### src/rtl/dm_bus_arbiter.sv
// Round-robin arbiter sharing one Wishbone-classic bus between the SERV data
// port and the debug module's system-bus-access port, with a bus-hang timeout.
module dm_bus_arbiter #(
  parameter int unsigned         BusWidth      = 32,
  parameter int unsigned         TimeoutCycles = 255,
  parameter logic [BusWidth-1:0] TimeoutRdata  = '0
) (
  input  logic                    clk_i,
  input  logic                    rst_ni,
  // SERV data port
  input  logic [BusWidth-1:0]     cpu_adr_i,
  input  logic [BusWidth-1:0]     cpu_dat_i,
  input  logic [BusWidth/8-1:0]   cpu_sel_i,
  input  logic                    cpu_we_i,
  input  logic                    cpu_cyc_i,
  output logic [BusWidth-1:0]     cpu_rdt_o,
  output logic                    cpu_ack_o,
  // Debug module system-bus-access port
  input  logic                    dm_req_i,
  input  logic [BusWidth-1:0]     dm_add_i,
  input  logic                    dm_we_i,
  input  logic [BusWidth-1:0]     dm_wdata_i,
  input  logic [BusWidth/8-1:0]   dm_be_i,
  output logic                    dm_gnt_o,
  output logic                    dm_r_valid_o,
  output logic [BusWidth-1:0]     dm_r_rdata_o,
  // Shared system bus
  output logic [BusWidth-1:0]     wb_adr_o,
  output logic [BusWidth-1:0]     wb_dat_o,
  output logic [BusWidth/8-1:0]   wb_sel_o,
  output logic                    wb_we_o,
  output logic                    wb_cyc_o,
  input  logic [BusWidth-1:0]     wb_rdt_i,
  input  logic                    wb_ack_i,
  output logic                    timeout_o
);

  localparam int unsigned SelWidth = BusWidth / 8;
  localparam int unsigned CntWidth = (TimeoutCycles > 0) ? $clog2(TimeoutCycles + 1) : 1;
  localparam logic [CntWidth-1:0] CntLast =
    CntWidth'((TimeoutCycles > 0) ? TimeoutCycles - 1 : 0);

  typedef enum logic [1:0] {
    ST_IDLE,
    ST_CPU,
    ST_DM
  } state_e;

  state_e                r_state;
  state_e                w_state_next;

  logic [BusWidth-1:0]   r_wb_adr;
  logic [BusWidth-1:0]   r_wb_dat;
  logic [SelWidth-1:0]   r_wb_sel;
  logic                  r_wb_we;
  logic                  r_wb_cyc;
  logic                  r_cpu_ack;
  logic [BusWidth-1:0]   r_cpu_rdt;
  logic                  r_dm_rvalid;
  logic [BusWidth-1:0]   r_dm_rdata;
  logic                  r_timeout;
  logic                  r_last_dm;
  logic [CntWidth-1:0]   r_cnt;

  logic                  w_cpu_req;
  logic                  w_grant_cpu;
  logic                  w_grant_dm;
  logic                  w_timeout;
  logic                  w_done;
  logic [BusWidth-1:0]   w_resp_data;

  // State register
  always_ff @(posedge clk_i or negedge rst_ni) begin
    if (!rst_ni) begin
      r_state <= ST_IDLE;
    end else begin
      r_state <= w_state_next;
    end
  end

  // Next-state logic
  always_comb begin
    // NOTE: default assignment first so no path through this block infers a latch.
    w_state_next = r_state;
    unique case (r_state)
      ST_IDLE: begin
        if (w_grant_cpu) begin
          w_state_next = ST_CPU;
        end else if (w_grant_dm) begin
          w_state_next = ST_DM;
        end
      end
      ST_CPU, ST_DM: begin
        if (w_done) begin
          w_state_next = ST_IDLE;
        end
      end
      default: w_state_next = ST_IDLE;
    endcase
  end

  // Output / decision logic
  always_comb begin
    // The CPU still holds cyc in the cycle its ack is visible; that request is stale.
    w_cpu_req   = cpu_cyc_i && !r_cpu_ack;
    w_grant_cpu = (r_state == ST_IDLE) && w_cpu_req && (!dm_req_i || r_last_dm);
    w_grant_dm  = (r_state == ST_IDLE) && dm_req_i && (!w_cpu_req || !r_last_dm);
    w_timeout   = (TimeoutCycles != 0) && (r_state != ST_IDLE) && !wb_ack_i &&
                  (r_cnt == CntLast);
    w_done      = (r_state != ST_IDLE) && (wb_ack_i || w_timeout);
    w_resp_data = wb_ack_i ? wb_rdt_i : TimeoutRdata;
    // Grant is combinational; gating with reset keeps it low while reset is held.
    dm_gnt_o    = w_grant_dm && rst_ni;
  end

  // Bus request capture, response registers, round-robin memory and timeout counter
  always_ff @(posedge clk_i or negedge rst_ni) begin
    if (!rst_ni) begin
      r_wb_adr    <= '0;
      r_wb_dat    <= '0;
      r_wb_sel    <= '0;
      r_wb_we     <= 1'b0;
      r_wb_cyc    <= 1'b0;
      r_cpu_ack   <= 1'b0;
      r_cpu_rdt   <= '0;
      r_dm_rvalid <= 1'b0;
      r_dm_rdata  <= '0;
      r_timeout   <= 1'b0;
      r_last_dm   <= 1'b1;
      r_cnt       <= '0;
    end else begin
      // NOTE: non-blocking assignments so every register samples pre-edge values.
      r_cpu_ack   <= 1'b0;
      r_dm_rvalid <= 1'b0;
      r_timeout   <= 1'b0;
      if (w_grant_cpu) begin
        r_wb_adr  <= cpu_adr_i;
        r_wb_dat  <= cpu_dat_i;
        r_wb_sel  <= cpu_sel_i;
        r_wb_we   <= cpu_we_i;
        r_wb_cyc  <= 1'b1;
        r_last_dm <= 1'b0;
        r_cnt     <= '0;
      end else if (w_grant_dm) begin
        r_wb_adr  <= dm_add_i;
        r_wb_dat  <= dm_wdata_i;
        r_wb_sel  <= dm_be_i;
        r_wb_we   <= dm_we_i;
        r_wb_cyc  <= 1'b1;
        r_last_dm <= 1'b1;
        r_cnt     <= '0;
      end else if (w_done) begin
        r_wb_cyc  <= 1'b0;
        r_timeout <= w_timeout;
        if (r_state == ST_CPU) begin
          r_cpu_ack <= 1'b1;
          r_cpu_rdt <= w_resp_data;
        end else begin
          r_dm_rvalid <= 1'b1;
          r_dm_rdata  <= r_wb_we ? '0 : w_resp_data;
        end
      end else if (r_state != ST_IDLE) begin
        r_cnt <= r_cnt + CntWidth'(1);
      end
    end
  end

  assign wb_adr_o     = r_wb_adr;
  assign wb_dat_o     = r_wb_dat;
  assign wb_sel_o     = r_wb_sel;
  assign wb_we_o      = r_wb_we;
  assign wb_cyc_o     = r_wb_cyc;
  assign cpu_ack_o    = r_cpu_ack;
  assign cpu_rdt_o    = r_cpu_rdt;
  assign dm_r_valid_o = r_dm_rvalid;
  assign dm_r_rdata_o = r_dm_rdata;
  assign timeout_o    = r_timeout;

endmodule

### config.mk
export PLATFORM = sky130hd
export DESIGN_NAME = dm_bus_arbiter
export DESIGN_NICKNAME = d
export VERILOG_FILES = /design/src/rtl/dm_bus_arbiter.sv
export SDC_FILE = /design/constraint.sdc
export NUM_CORES = 1
export LEC_CHECK = 0
export BUFFER_PORTS_ARGS = -buffer_cell sky130_fd_sc_hd__clkbuf_2
export CORE_MARGIN = 5
export CORE_UTILIZATION = 31
export DETAILED_ROUTE_END_ITERATION = 10
export PLACE_DENSITY_LB_ADDON = 0.3
export SYNTH_ARGS = -nofsm -noshare
export SYNTH_HDL_FRONTEND = slang
export SYNTH_SLANG_ARGS = --single-unit
### constraint.sdc
create_clock -name clk_i -period 4.3 [get_ports clk_i]
set_input_delay 0.86 -clock clk_i [delete_from_list [all_inputs] [get_ports clk_i]]
set_output_delay 0.86 -clock clk_i [all_outputs]
set_load 0.03 [all_outputs]
==> summary.md <==
| Metric | Value |
|---|---|
| Slew margin rel. | `40.9%` |
| Layout cells sized above 1 | `43.2%` |
| Setup-failing EPs final | `0` |
| Final WS setup | `1.48 ns` |
| Die height | `147 microns` |
| Commonest register cell after synthesis | `dfrtp_1` |
| RSZ-0062 raised after global routing | `false` |
| Routed WL | `19.1 mm` |
| FP Rows | `50` |
| Post-CTS Hold Buffers | `0` |
| Port buffer count | `312` |
| Met2 usage | `26.3%` |
| Arrival @ worst endpoint | `1.96 ns` |
| Worst-margin pin slew | `0.886 ns` |
| Worst Clk Skew | `0.00867 ns` |
| Synth area leader | `dfrtp_1` |
| H-tree depth | `4` |
| Post-placement cell count | `1042` |
| Drt via density | `4.86` |
| Outcome | `finished, final reports clean` |
| Final net count | `1006` |
| Full die area | `21800 sq um` |
| Starting Density | `31.4%` |
| Worst Setup Start Kind | `register` |
| Largest net degree at the start of global routing | `71` |
| DP Area | `7600 sq um` |
| Postcts setup bufs | `0` |
| # fillers | `1822` |
| Vias in the first global route | `5388` |
| HPWL Detailed | `13.7 mm` |
| Hold Path Class | `input port to asynchronous set/reset pin` |
| Seq cells post-synth | `148` |
| CTS Buf Count | `17` |
| VDD IR-drop max | `0.000348 V` |
| Final instance area | `8170 sq um` |
| Asr flop ratio synth | `100%` |
| Setup slack at placement | `1.59 ns` |
| CP max-delay cell | `ha_1` |
| Leak pwr | `4.19 nW` |
| YS warnings | `0` |
| Sink Count | `148` |
| M1 GR Usage | `21.5%` |
| Gr ovfl total | `0` |
| Hold_ws | `0.296 ns` |
| Slew Viols, Final | `0` |
| Tot Pwr | `6.85 mW` |
| Worst path top cell family by delay | `adder cells` |
| Final worst path period need | `2.82 ns` |
| CP max FO | `15` |
| Most common cell in the netlist | `dfrtp_1` |
| Worst skew pair latency | `0.41 ns` |
| Area Growth Syn to Fin | `39.5%` |
| DR iter-0 viols | `141` |
| Total negative slack | `0 ns` |
| Routability congestion estimate | `0.851` |
| # resized after CTS | `0` |
| Hold Fails Final Rpt | `0` |
| Longest Clk Path Bufs | `2` |
| Crit path kind | `register to output pin` |
| First-pass GRT wire length | `29.7 mm` |
| Crit. End Element | `output pin` |
| GR Util met3 | `7.20%` |
| Final std cells w/o fill | `1074` |
| Pre-antenna DRT Iters | `4` |
| N_diodes | `0` |
| TritonCTS clock tree | `yes` |
| Total GRT Usage | `17.1%` |
| Maximum clock rate | `0.355 GHz` |
| CORE AREA | `18600 sq um` |
| WP buf/inv | `2` |
| Synth top cells by count | `147 x dfrtp_1, 142 x nor2_1, 71 x o22ai_1` |
| Syn_nets | `705` |
| Post-Syn Instances | `526` |
| DRC | `0` |
| Horiz. Die Dim | `147 microns` |
| Initial antenna violation count | `0` |
| Fin crit share | `65.5%` |
| Synth top area cells | `dfrtp_1 63%, a22o_1 9.7%, nor2_1 9.1%, o22ai_1 7.6%, clkbuf_1 2.1%` |
| Yosys top cell area share | `62.8%` |
| Antenna-violating nets left | `0` |
| Total number of vias | `5221` |
| Wire per inst | `17.8 microns` |
| Worst-path clk slew | `0.06 ns` |
| Max Cap Viol | `0` |
| Seq/Total Area, Yosys | `63.2%` |
| Number of synthesized flops with an enable pin | `0` |
| Critical path's largest stage delay | `0.47 ns` |
| GRT Max-Usage Layer | `met2` |
| Root Buffer | `clkbuf_16` |
| PwrDens | `839 nW/um^2` |
| Critical Path RT | `3.44 ns` |
| Final core occ | `43.8%` |
| IO Pins | `313` |
| Syn avg cell area | `11.1 sq um` |
| Post-synth cell types | `39` |
| CP Cell Sequence | `inv_1, ha_1, nand2_1, a21o_2, nor2_1, clkbuf_2` |
| Mapped Area | `5860 sq um` |
cell families (layout without fill, tap and decap cells):
logic type,count (synthesis),in the layout,synth area share [%]
adders and majority gates,4,4,0.854
AOI/OAI and AO/OA,154,154,19.5
xor gates and xnor gates,1,1,0.150
buffers and inverters,48,362,3.99
and+or+nand+nor,170,170,12.1
DFF,148,148,63.2
muxes,1,1,0.192
cell type report:
type                            instances  area (sq um)  share of cell area (%)
Clock inverter                         13           116                    1.42
Clock buffer                           19           453                    5.54
Inverter                                7          26.3                   0.321
Timing Repair Buffer                  323          1650                    20.2
Multi-Input combinational cell        330          1930                    23.6
Tap cell                              234           293                    3.58
Sequential cell                       148          3700                    45.3
path summary, 6_finish.rpt:
path	start	depth (start not counted)	end	slack, ns
max reg2reg	r_state[1]$_DFFE_PN0P_	6	wb_dat_o[19]$_DFFE_PN0P_	1.98
min in group clk_i	dm_r_rdata_o[2]$_DFFE_PN0P_	1	dm_r_rdata_o[2]$_DFFE_PN0P_	0.50
max	r_state[1]$_DFFE_PN0P_	6	dm_gnt_o	1.48
min	rst_ni	1	cpu_rdt_o[1]$_DFFE_PN0P_	0.30
min reg2reg	dm_r_rdata_o[2]$_DFFE_PN0P_	1	dm_r_rdata_o[2]$_DFFE_PN0P_	0.50
max in group asynchronous	rst_ni	2	wb_adr_o[9]$_DFFE_PN0P_	2.85
sequential cells by signal, indices dropped and copies added, names as in the netlist:
name / cells
r_cnt: 8
cpu_ack_o: 1
dm_r_rdata_o: 32
wb_sel_o: 4
r_state: 2
timeout_o: 1
wb_adr_o: 32
wb_dat_o: 32
wb_cyc_o: 1
dm_r_valid_o: 1
cpu_rdt_o: 32
wb_we_o: 1
r_last_dm: 1
metal layers:
layer | up-vias | share of wire, %
met3 | 33 | 9.8
li1 | 2499 | -
met5 | - | 0
met4 | 0 | 2.6
met1 | 2457 | 42
met2 | 232 | 45
worst reg2reg max path: stages (launching register included):
cell     delay [ns]
dfrtp_1        0.38
inv_1          0.09
ha_1           0.47
o21a_2         0.64
buf_4          0.40
o22ai_1        0.15
nor2_1         0.13
power by group:
group / internal [mW] / total, mW / leakage [nW] / switching (mW)
clock: 0.789 / 1.42 / 0.275 / 0.630
combinational: 0.951 / 3.11 / 2.13 / 2.16
sequential: 1.98 / 2.32 / 1.79 / 0.337
layout by cell type, fill, tap and decap left out, drive strengths merged, types with 2 or more instances in the layout:
cell,Yosys,final
a21o,2,2
a22o,65,65
and3,2,2
buf,8,12
clkbuf,33,330
clkinv,0,5
clkinvlp,0,2
dfrtp,147,147
ha,4,4
inv,7,13
nand2,3,3
nand3,7,7
nand3b,2,2
nand4,2,2
nor2,142,142
nor2b,2,2
nor3,2,2
o211ai,3,3
o21ai,4,4
o22ai,71,71
o31ai,3,3
or3b,2,2
No activity file was read; power rests on OpenSTA's default activity.
